`config.mk`:
```
export PLATFORM = sky130hd
export DESIGN_NAME = in_port_feeder
export DESIGN_NICKNAME = d
export VERILOG_FILES = /design/src/rtl/cpu_io_pkg.sv /design/src/rtl/sync_fifo.sv /design/src/rtl/in_port_feeder.sv
export SDC_FILE = /design/constraint.sdc
export NUM_CORES = 1
export LEC_CHECK = 0
export ABC_AREA = 1
export CAP_MARGIN = 40
export CORE_ASPECT_RATIO = 0.9
export CORE_MARGIN = 2
export CORE_UTILIZATION = 50
export DETAILED_ROUTE_END_ITERATION = 8
export GPL_TIMING_DRIVEN = 0
export HOLD_SLACK_MARGIN = 0.06
export PLACE_DENSITY = 0.72
export SLEW_MARGIN = 0
export SYNTH_ARGS = -nofsm -noshare
export SYNTH_HDL_FRONTEND = slang
export SYNTH_HIERARCHICAL = 1
export SYNTH_SLANG_ARGS = --single-unit
```
`constraint.sdc`:
```
create_clock -name clk -period 2.3 [get_ports clk]
set_input_delay 0.46 -clock clk [delete_from_list [all_inputs] [get_ports clk]]
set_output_delay 0.46 -clock clk [all_outputs]
set_load 0.01 [all_outputs]
```
`src/rtl/cpu_io_pkg.sv`:
```
// rtl/cpu_io_pkg.sv - shared types and constants for the CPU input-port feeder
// Purpose: FSM state encoding for in_port_feeder, the minimum setup depth
//          shared with the CPU's two-stage input sampler, and a small max helper.
// Ports:   none (package).
package cpu_io_pkg;

  typedef enum logic [1:0] {IDLE, SETUP, STROBE, GAP} feeder_state_t;

  // The CPU registers in_port through two flops, so data must lead ready by at
  // least this many cycles for the sampled byte to match the ready edge.
  localparam int MIN_SETUP_CYCLES = 2;

  function automatic int max3(input int a, input int b, input int c);
    int m;
    m = (a > b) ? a : b;
    return (m > c) ? m : c;
  endfunction

endpackage

```
`src/rtl/sync_fifo.sv`:
```
// rtl/sync_fifo.sv - single-clock FIFO with registered occupancy count
// Purpose: small byte queue between the host source and the feeder FSM.
// Ports:
//   clk, reset            clock, synchronous active-high reset
//   push_i, wr_data_i     write strobe and data (ignored when full)
//   pop_i, rd_data_o      read strobe (ignored when empty), head-of-queue data
//   full_o, empty_o       derived from the registered count
//   count_o               occupied entries, 0..DEPTH
module sync_fifo #(
  parameter int WIDTH = 8,
  parameter int DEPTH = 4
) (
  input  logic                   clk,
  input  logic                   reset,
  input  logic                   push_i,
  input  logic [WIDTH-1:0]       wr_data_i,
  input  logic                   pop_i,
  output logic [WIDTH-1:0]       rd_data_o,
  output logic                   full_o,
  output logic                   empty_o,
  output logic [$clog2(DEPTH):0] count_o
);

  localparam int AW = $clog2(DEPTH);
  localparam int CW = AW + 1;
  localparam logic [CW-1:0] FULL_COUNT = CW'(DEPTH);

  logic [WIDTH-1:0] mem_q [DEPTH];
  logic [AW-1:0]    wr_ptr_q, wr_ptr_d;
  logic [AW-1:0]    rd_ptr_q, rd_ptr_d;
  logic [CW-1:0]    count_q, count_d;
  logic             push_ok, pop_ok;

  assign full_o    = (count_q == FULL_COUNT);
  assign empty_o   = (count_q == '0);
  assign count_o   = count_q;
  assign rd_data_o = mem_q[rd_ptr_q];

  assign push_ok = push_i & ~full_o;
  assign pop_ok  = pop_i & ~empty_o;

  // Pointers are AW bits wide and DEPTH is a power of two, so they wrap for free.
  always_comb begin
    wr_ptr_d = wr_ptr_q;
    rd_ptr_d = rd_ptr_q;
    count_d  = count_q;
    if (push_ok) wr_ptr_d = wr_ptr_q + 1'b1;
    if (pop_ok)  rd_ptr_d = rd_ptr_q + 1'b1;
    case ({push_ok, pop_ok})
      2'b10:   count_d = count_q + 1'b1;
      2'b01:   count_d = count_q - 1'b1;
      default: count_d = count_q;
    endcase
  end

  always_ff @(posedge clk) begin
    if (reset) begin
      wr_ptr_q <= '0;
      rd_ptr_q <= '0;
      count_q  <= '0;
    end else begin
      wr_ptr_q <= wr_ptr_d;
      rd_ptr_q <= rd_ptr_d;
      count_q  <= count_d;
    end
  end

  // Storage needs no reset: entries are only read when the count says valid.
  always_ff @(posedge clk) begin
    if (push_ok) mem_q[wr_ptr_q] <= wr_data_i;
  end

endmodule

```
`src/rtl/in_port_feeder.sv`:
```
// rtl/in_port_feeder.sv - queues host bytes and presents them to the CPU input port
// Purpose: pops one byte at a time from a FIFO, holds it on out_data, and after
//          SETUP_CYCLES raises ready_out for HIGH_CYCLES, then keeps it low for
//          LOW_CYCLES before taking the next byte.
// Ports:
//   clk, reset            clock, synchronous active-high reset
//   wr_valid, wr_data     upstream byte; accepted when wr_ready is also high
//   wr_ready              FIFO not full (forced low while reset is high)
//   out_data              byte presented to the CPU in_port (registered)
//   ready_out             one registered pulse per byte to the CPU ready_in
//   busy                  FSM is not IDLE
//   fifo_count            bytes waiting in the FIFO
module in_port_feeder
  import cpu_io_pkg::*;
#(
  parameter int BUS_WIDTH    = 8,
  parameter int FIFO_DEPTH   = 4,
  parameter int SETUP_CYCLES = 2,
  parameter int HIGH_CYCLES  = 2,
  parameter int LOW_CYCLES   = 2
) (
  input  logic                        clk,
  input  logic                        reset,
  input  logic                        wr_valid,
  input  logic [BUS_WIDTH-1:0]        wr_data,
  output logic                        wr_ready,
  output logic [BUS_WIDTH-1:0]        out_data,
  output logic                        ready_out,
  output logic                        busy,
  output logic [$clog2(FIFO_DEPTH):0] fifo_count
);

  localparam int CNT_W = $clog2(max3(SETUP_CYCLES, HIGH_CYCLES, LOW_CYCLES) + 1);

  if (SETUP_CYCLES < MIN_SETUP_CYCLES) begin : g_bad_setup
    $error("in_port_feeder: SETUP_CYCLES must be >= %0d", MIN_SETUP_CYCLES);
  end
  if (HIGH_CYCLES < 1) begin : g_bad_high
    $error("in_port_feeder: HIGH_CYCLES must be >= 1");
  end
  if (LOW_CYCLES < 1) begin : g_bad_low
    $error("in_port_feeder: LOW_CYCLES must be >= 1");
  end
  if ((FIFO_DEPTH < 2) || ((FIFO_DEPTH & (FIFO_DEPTH - 1)) != 0)) begin : g_bad_depth
    $error("in_port_feeder: FIFO_DEPTH must be a power of 2 and >= 2");
  end

  feeder_state_t          state_q;
  logic [CNT_W-1:0]       cnt_q;
  logic [BUS_WIDTH-1:0]   out_data_q;
  logic                   ready_q;

  logic                   fifo_full, fifo_empty, fifo_push, fifo_pop;
  logic [BUS_WIDTH-1:0]   fifo_head;

  assign wr_ready  = ~fifo_full & ~reset;
  assign fifo_push = wr_valid & wr_ready;
  // The head is taken only from IDLE, so the byte in flight is never disturbed.
  assign fifo_pop  = (state_q == IDLE) & ~fifo_empty;

  sync_fifo #(
    .WIDTH (BUS_WIDTH),
    .DEPTH (FIFO_DEPTH)
  ) u_fifo (
    .clk       (clk),
    .reset     (reset),
    .push_i    (fifo_push),
    .wr_data_i (wr_data),
    .pop_i     (fifo_pop),
    .rd_data_o (fifo_head),
    .full_o    (fifo_full),
    .empty_o   (fifo_empty),
    .count_o   (fifo_count)
  );

  // cnt_q holds the remaining cycles of the current phase minus one; each phase
  // ends on the cycle where it reads zero.
  always_ff @(posedge clk) begin
    if (reset) begin
      state_q    <= IDLE;
      cnt_q      <= '0;
      out_data_q <= '0;
      ready_q    <= 1'b0;
    end else begin
      case (state_q)
        IDLE: begin
          ready_q <= 1'b0;
          if (!fifo_empty) begin
            out_data_q <= fifo_head;
            cnt_q      <= CNT_W'(SETUP_CYCLES - 1);
            state_q    <= SETUP;
          end
        end
        SETUP: begin
          if (cnt_q == '0) begin
            cnt_q   <= CNT_W'(HIGH_CYCLES - 1);
            ready_q <= 1'b1;
            state_q <= STROBE;
          end else begin
            cnt_q <= cnt_q - 1'b1;
          end
        end
        STROBE: begin
          if (cnt_q == '0) begin
            cnt_q   <= CNT_W'(LOW_CYCLES - 1);
            ready_q <= 1'b0;
            state_q <= GAP;
          end else begin
            cnt_q <= cnt_q - 1'b1;
          end
        end
        GAP: begin
          if (cnt_q == '0) begin
            state_q <= IDLE;
          end else begin
            cnt_q <= cnt_q - 1'b1;
          end
        end
        default: begin
          ready_q <= 1'b0;
          state_q <= IDLE;
        end
      endcase
    end
  end

  assign out_data  = out_data_q;
  assign ready_out = ready_q;
  assign busy      = (state_q != IDLE);

endmodule

```
==> summary.txt, run 1 <==
Run status
  • Status: finished clean

STA
  • Final worst-path cycle share: 90.6%
  • Max Clock Freq: 480 MHz
  • Final setup viols: 0
  • Slew headroom: 67.6%
  • RSZ-0062 raised after global routing: no
  • PnR worst setup slack: 0.217 ns
  • Fin. Hold Viols: 0
  • Minimum clock period: 2.08 ns
  • Skew final: 0.0119 ns
  • Fin. max-slew vios: 0
  • Worst Tran Pin Value: 0.486 ns

CTS
  • CTS max path bufs: 2
  • Clk sinks: 54
  • Root Driver: clkbuf_8
  • Hold_buf cts: 0
  • Clk_lat worst skew: 0.30 ns
  • Inserted Clock Buffers: 5
  • H-tree Lvls: 2
  • Reg clk slew, reported paths: 0.10 ns
  • CTS tree: yes

Final layout
  • Area grow syn2layout: 20.6%
  • # diodes: 0
  • Final net count: 300
  • Filler cells: 368
  • Share of layout cells above drive strength 1: 11.6%

Route
  • Wire per inst: 12.8 µm
  • Antenna-violating nets left: 0
  • Initial DRC Count: 76
  • Via density: 4.89
  • DRC Markers: 0
  • DR vias: 1647
  • Drt pass-1 iters: 4
  • DRT Wirelength: 4310 µm

Logic synthesis
  • Synth Register Bits: 54
  • Compound-Gate Fraction of Synth Area: 10.4%
  • Area leader, netlist: edfxtp_1
  • Synth Cell Area: 0.00238 mm²
  • Adder-Cell Fraction of Synth Area: 8.19%
  • Synth top area cells: edfxtp_1, dfxtp_1, nor2_1
  • Synth Area in Simple Gates: 16.3%
  • Syn_area_per_cell: 9.85 µm²
  • Synth unique cells: 24
  • Post-synth top area share: 40.3%
  • Post-Synth XOR/XNOR Area: 0%
  • Sequential area share after synthesis: 58.8%
  • Main combinational cell family by area after synthesis: simple AND/OR/NAND/NOR gates
  • Mux contribution to synthesized area: 0%
  • Post-Syn Instances: 242
  • Yosys warns: 6
  • Post-Syn Nets: 268

Floorplanning
  • Core Box Area: 0.00452 mm²
  • DIE AREA: 0.00534 mm²
  • Die X: 76.8 µm
  • Cell Rows: 23
  • Top Ports: 25
  • Die Ht: 69.5 µm
  • Starting Density: 52.8%

Placed design
  • Final GP Congestion: 0.840
  • Detail Placement HPWL: 2920 µm
  • Post-placement worst setup slack: -0.490 ns
  • I/O Buffers: 24

Global route
  • GRT Residual Overflow: 0
  • Largest net degree at the start of global routing: 18
  • Initial antenna violation count: 0
  • Total GRT Usage: 17.3%
  • Vias in the first global route: 1549
  • First-pass GRT wire length: 7160 µm

Worst setup path
  • Critical Path RT: 2.51 ns
  • Reg2reg path depth: 15
  • Crit Path Category: flop to flop
  • CP max FO: 5
  • Reg2Reg Setup Slack: 0.22 ns
  • RR Endpoint: u_fifo/count_o[2]$_SDFFE_PP0P_
  • Crit Reg-Reg Startpoint: state_q[1]$_SDFFE_PP0P_
  • CP startpoint kind: flop
  • Crit. End Element: flop
  • CP arrival: 2.29 ns

Min path
  • Min-delay worst type: flop to flop
  • Hold worst-path end: ready_out$_SDFFE_PP0P_
  • Min-delay src: ready_out$_SDFFE_PP0P_
  • WHS Path Cells: 2

Pwr
  • Lkg Pwr: 1.15 nW
  • Power Density: 1080 mW/mm²
  • VDD IR max: 647 µV
  • Final Power: 3.11 mW

Run
  • Max Cap Viol: 0
[routing by layer]
metal | GRT usage, % | routed length (µm) | part of all wire (%)
met1 | 23.3 | 2030 | 47
met4 | 6.26 | 56 | 1.3
met2 | 27.7 | 2070 | 48
met5 | 0 | 0 | 0
met3 | 3.78 | 153 | 3.6
[registers in the layout, indices dropped and copies added (netlist names), named ones only]
register and count:
u_fifo/rd_ptr_q 2, u_fifo/wr_ptr_q 2, state_q 2, out_data 8
u_fifo/mem_q 32, ready_out 1, cnt_q 2, u_fifo/count_o 3
[cells in the final DEF (no fill, tap or decap), types with 3 or more instances in the layout]
| cell | count |
|---|---|
| a21oi_1 | 8 |
| clkbuf_8 | 5 |
| clkdlybuf4s50_1 | 23 |
| dfxtp_1 | 21 |
| edfxtp_1 | 32 |
| ha_1 | 13 |
| inv_1 | 28 |
| inv_2 | 3 |
| nand2_1 | 31 |
| nand3_1 | 6 |
| nor2_1 | 44 |
| nor2_2 | 6 |
| o21ai_0 | 23 |
| o21ai_2 | 3 |
| o22ai_1 | 8 |
[worst max path at each step]
stage	endpoint	slack [ns]	depth (start not counted)	startpoint
CTS	u_fifo/count_o[2]$_SDFFE_PP0P_	0.06	12	reset
finish	u_fifo/count_o[2]$_SDFFE_PP0P_	0.22	15	state_q[1]$_SDFFE_PP0P_
global route	u_fifo/count_o[2]$_SDFFE_PP0P_	0.008	14	state_q[1]$_SDFFE_PP0P_
global placement	u_fifo/mem_q[0][5]$_DFFE_PP_	-0.48	4	reset
floorplan	u_fifo/count_o[1]$_SDFFE_PP0P_	0.25	9	u_fifo/count_o[1]$_SDFFE_PP0P_
detailed placement	u_fifo/mem_q[0][5]$_DFFE_PP_	-0.49	4	reset
[power breakdown]
part / switching [mW] / internal, mW
logic: 0.634 / 0.472
clock network: 0.294 / 0.436
registers: 0.105 / 1.17
[layout make-up]
type	count	area, µm²	area share (%)
plain buffers	3	27.5	0.958
clock buffers	5	68.8	2.39
clock inverters	3	68.8	2.39
inverters	32	123	4.27
multi-input cells	153	856	29.8
flip-flops and latches	54	1400	48.8
well taps	62	77.6	2.70
repair buffers	25	250	8.71
[Yosys cell counts]
master    number
a21boi_0       1
a21oi_1        8
buf_2          1
buf_6          2
dfxtp_1       22
edfxtp_1      32
fa_1           1
ha_1          14
inv_1         29
inv_2          2
inv_4          1
nand2_1       31
nand2_2        2
nand2_4        1
nand3_1        6
nand4_1        1
nor2_1        48
nor2_2         2
nor2_4         1
nor3b_1        1
o21ai_0       23
o21ai_1        2
o21ai_2        3
o22ai_1        8
[logic make-up (layout without fill, tap and decap cells)]
kind of cell,Yosys count,in the layout
AND/OR/NAND/NOR,93,93
flip-flops,54,54
AO/OA/AOI/OAI,45,45
buffers and inverters,35,68
adder cells (fa/ha/maj),15,15
[critical path, stage by stage (launching register included)]
cell	delay, ns
dfxtp_2	0.35
inv_1	0.10
ha_2	0.22
inv_2	0.06
nor2_4	0.11
nand2_1	0.07
inv_1	0.09
ha_1	0.18
inv_1	0.07
fa_1	0.38
inv_1	0.07
nand2_1	0.04
nand3_1	0.09
nand2_1	0.06
nand2_1	0.05
nor2_1	0.04
[through the flow]
step | instance area [µm²] | std cells | hold slack (ns) | TNS [ns] | util [%]
after detailed placement | 2700 | 328 | 0.473 | -15.89 | 59.8
after global placement | 2700 | 328 | 0.454 | -15.04 | 59.8
after CTS | 2860 | 337 | 0.487 | 0 | 63.3
final | 2870 | 337 | 0.480 | 0 | 63.6
after global routing | 2870 | 337 | 0.513 | 0 | 63.6
after floorplan | 2380 | 242 | 0.450 | 0 | -
[repair_timing]
action,4_1_cts,5_1_grt
pin swaps,1,0
setup endpoints to repair,34,3
resized for setup,5,5
setup buffers,1,0
(Power assumes the default switching activity.)
==> run 2, diff against run 1 <==
--- a/config.mk
+++ b/config.mk
@@ -14,6 +14,7 @@
 export GPL_TIMING_DRIVEN = 0
 export HOLD_SLACK_MARGIN = 0.06
 export PLACE_DENSITY = 0.72
+export REMOVE_ABC_BUFFERS = 1
 export SLEW_MARGIN = 0
 export SYNTH_ARGS = -nofsm -noshare
 export SYNTH_HDL_FRONTEND = slang
==> run 2 against run 1 <==
Hold slack worse by 0.0084 ns; via count is 0.55% higher; die area is the same; sequential cell count is the same; register-to-register slack improved by 0.02 ns; routed wire length shrank 1.4%; combinational power decreased by 6%; sequential power is essentially flat; first-iteration DRC count up 74%; largest power group unchanged; critical endpoint is now busy.
==> summary.txt, run 2 (synthesis gave the netlist of run 1 again) <==
Final layout
  • Share of layout cells above drive strength 1: 8.46% (-3.2 points)
  • Largest reg by FF count: u_fifo/mem_q
  • Most frequent cells in the layout: nor2_1, edfxtp_1, nand2_1
  • # diodes: 0 (unchanged)
  • Area grow syn2layout: 18.0%
  • Commonest non-fill, non-tap cell in the layout: nor2_1
  • Final net count: 297 (-1.0%)
  • Largest register FFs: 32 (unchanged)

CTS
  • CTS tree: yes
  • Inserted Clock Buffers: 5 (unchanged)
  • H-tree Lvls: 2 (unchanged)
  • Reg clk slew, reported paths: 0.09 ns (about the same)
  • Root Driver: clkbuf_8
  • CTS max path bufs: 2 (unchanged)
  • Clk sinks: 54 (unchanged)
  • Clk_lat worst skew: 0.30 ns (about the same)
  • Hold_buf cts: 0 (unchanged)

STA
  • Fin. max-slew vios: 0 (unchanged)
  • Skew final: 0.00394 ns (-0.00796 ns)
  • Final worst-path cycle share: 94.7% (+4.2 points)
  • Minimum clock period: 2.18 ns (+0.0960 ns)
  • Slew headroom: 48.9% (-19 points)
  • Max Clock Freq: 459 MHz (-4.4%)
  • Final setup viols: 0 (unchanged)
  • Smallest hold slack: 0.472 ns (-0.00840 ns)
  • Fin. Hold Viols: 0 (unchanged)
  • PnR worst setup slack: 0.121 ns (-0.0960 ns)
  • RSZ-0062 raised after global routing: no
  • Worst Tran Pin Value: 0.764 ns (+0.279 ns)

Min path
  • WHS Path Cells: 2 (unchanged)
  • Min-delay worst type: flop to flop

Worst setup path
  • RR Endpoint: u_fifo/count_o[2]$_SDFFE_PP0P_
  • Reg2reg path depth: 15 (unchanged)
  • Setup crit start: state_q[0]$_SDFFE_PP0P_
  • Crit Path Category: flop to primary output
  • Crit. End Element: primary output
  • CP endpoint: busy
  • Reg2Reg Setup Slack: 0.24 ns (+0.02 ns)
  • CP arrival: 1.72 ns (-0.57 ns)
  • Crit Reg-Reg Startpoint: state_q[0]$_SDFFE_PP0P_
  • CP max FO: 5 (unchanged)
  • CP startpoint kind: flop
  • Critical Path RT: 1.84 ns (-0.67 ns)

Route
  • Wire per inst: 12.7 µm (-0.55%)
  • DR vias: 1656 (+0.55%)
  • Via density: 4.96 (+1.4%)
  • Initial DRC Count: 132 (+74%)
  • DRC Markers: 0 (unchanged)
  • DRT Wirelength: 4250 µm (-1.4%)
  • Drt pass-1 iters: 4 (unchanged)
  • Antenna-violating nets left: 0 (unchanged)

Pwr
  • Lkg Pwr: 1.13 nW (-2.3%)
  • VDD IR max: 514 µV (-21%)
  • Power share of the combinational group: 35.2% (-0.3 points)
  • Sw frac: 34.4% (+1.3 points)
  • Power Density: 1050 mW/mm² (-2.7%)
  • Net Switching: 1.02 mW (-1.2%)
  • Power share of the sequential group: 43.6% (+2.5 points)
  • Internal power: 1.94 mW (-6.7%)
  • Clock power share: 21.1% (-2.3 points)

Run
  • Max Cap Viol: 0 (unchanged)

Global route
  • Largest net degree at the start of global routing: 18 (unchanged)
  • Met2 usage: 27.4% (-0.29 points)
  • Vias in the first global route: 1481 (-4.4%)
  • Met3 usage: 3.91% (+0.13 points)
  • Most Crowded Layer GR: met2
  • Met1 usage: 21.3% (-2.0 points)
  • GRT Residual Overflow: 0 (unchanged)
  • Total GRT Usage: 16.9% (-0.45 points)
  • Initial antenna violation count: 0 (unchanged)
  • First-pass GRT wire length: 6980 µm (-2.5%)

Floorplanning
  • Top Ports: 25 (unchanged)
  • Starting Density: 52.8% (unchanged)
  • Cell Rows: 23 (unchanged)
  • Core Box Area: 0.00452 mm² (unchanged)
  • Die Ht: 69.5 µm (unchanged)
  • DIE AREA: 0.00534 mm² (unchanged)
  • Die X: 76.8 µm (unchanged)

Run status
  • Status: finished clean

Placed design
  • Final GP Congestion: 0.840 (about the same)
  • I/O Buffers: 24 (unchanged)
  • Post-placement worst setup slack: -0.515 ns (-0.0250 ns)
  • Detail Placement HPWL: 2910 µm (-0.12%)
-- run 2: cell type report --
class / instances / area [µm²]
sequential: 54 / 1400
multi-input combinational: 153 / 848
clock buffer: 5 / 68.8
tap: 62 / 77.6
timing repair buffer: 25 / 250
fill: 381 / 1710
clock inverter: 3 / 42.5
inverter: 32 / 123
-- run 2: power by group through the flow --
stage	registers, mW	clock network (mW)	logic, mW
final	1.29	0.627	1.04
after global routing	1.31	0.686	1.18
after CTS	1.29	0.646	1.05
after detailed placement	1.32	0	1.03
after global placement	1.31	0	1.01
after floorplan	1.33	0	0.615
-- run 2: worst min path at each step --
stage	startpoint	endpoint
2_1_floorplan	cnt_q[1]$_SDFFE_PP0P_	cnt_q[1]$_SDFFE_PP0P_
3_3_place_gp	ready_out$_SDFFE_PP0P_	ready_out$_SDFFE_PP0P_
3_5_place_dp	ready_out$_SDFFE_PP0P_	ready_out$_SDFFE_PP0P_
4_1_cts	ready_out$_SDFFE_PP0P_	ready_out$_SDFFE_PP0P_
5_1_grt	cnt_q[1]$_SDFFE_PP0P_	cnt_q[1]$_SDFFE_PP0P_
6_report	ready_out$_SDFFE_PP0P_	ready_out$_SDFFE_PP0P_
-- run 2: per-stage QoR --
stage	setup TNS, ns	utilization, %	instances	total power [mW]	area [µm²]
2_1_floorplan	0	-	239	1.95	2360
3_3_place_gp	-15.58	59.2	325	2.32	2670
3_5_place_dp	-15.93	59.2	325	2.34	2670
4_1_cts	0	62.0	334	2.99	2800
5_1_grt	0	62.2	334	3.18	2810
6_report	0	62.2	334	2.96	2810
-- run 2: metal layers --
layer	vias to the layer above	share of wire (%)
met4	0	1.5
li1	856	-
met2	28	48
met3	5	3.8
met1	767	47
met5	-	0
-- run 2: repair_timing --
action,4_1_cts,5_1_grt
resized for setup,3,2
setup endpoints to repair,34,18
pin swaps,1,0
setup buffers,1,0
-- run 2: worst max-delay path, cell delays in order (launching register included) --
cell and delay, ns:
dfxtp_1 0.43, inv_1 0.11, ha_1 0.25, inv_2 0.09, clkdlybuf4s50_1 0.53
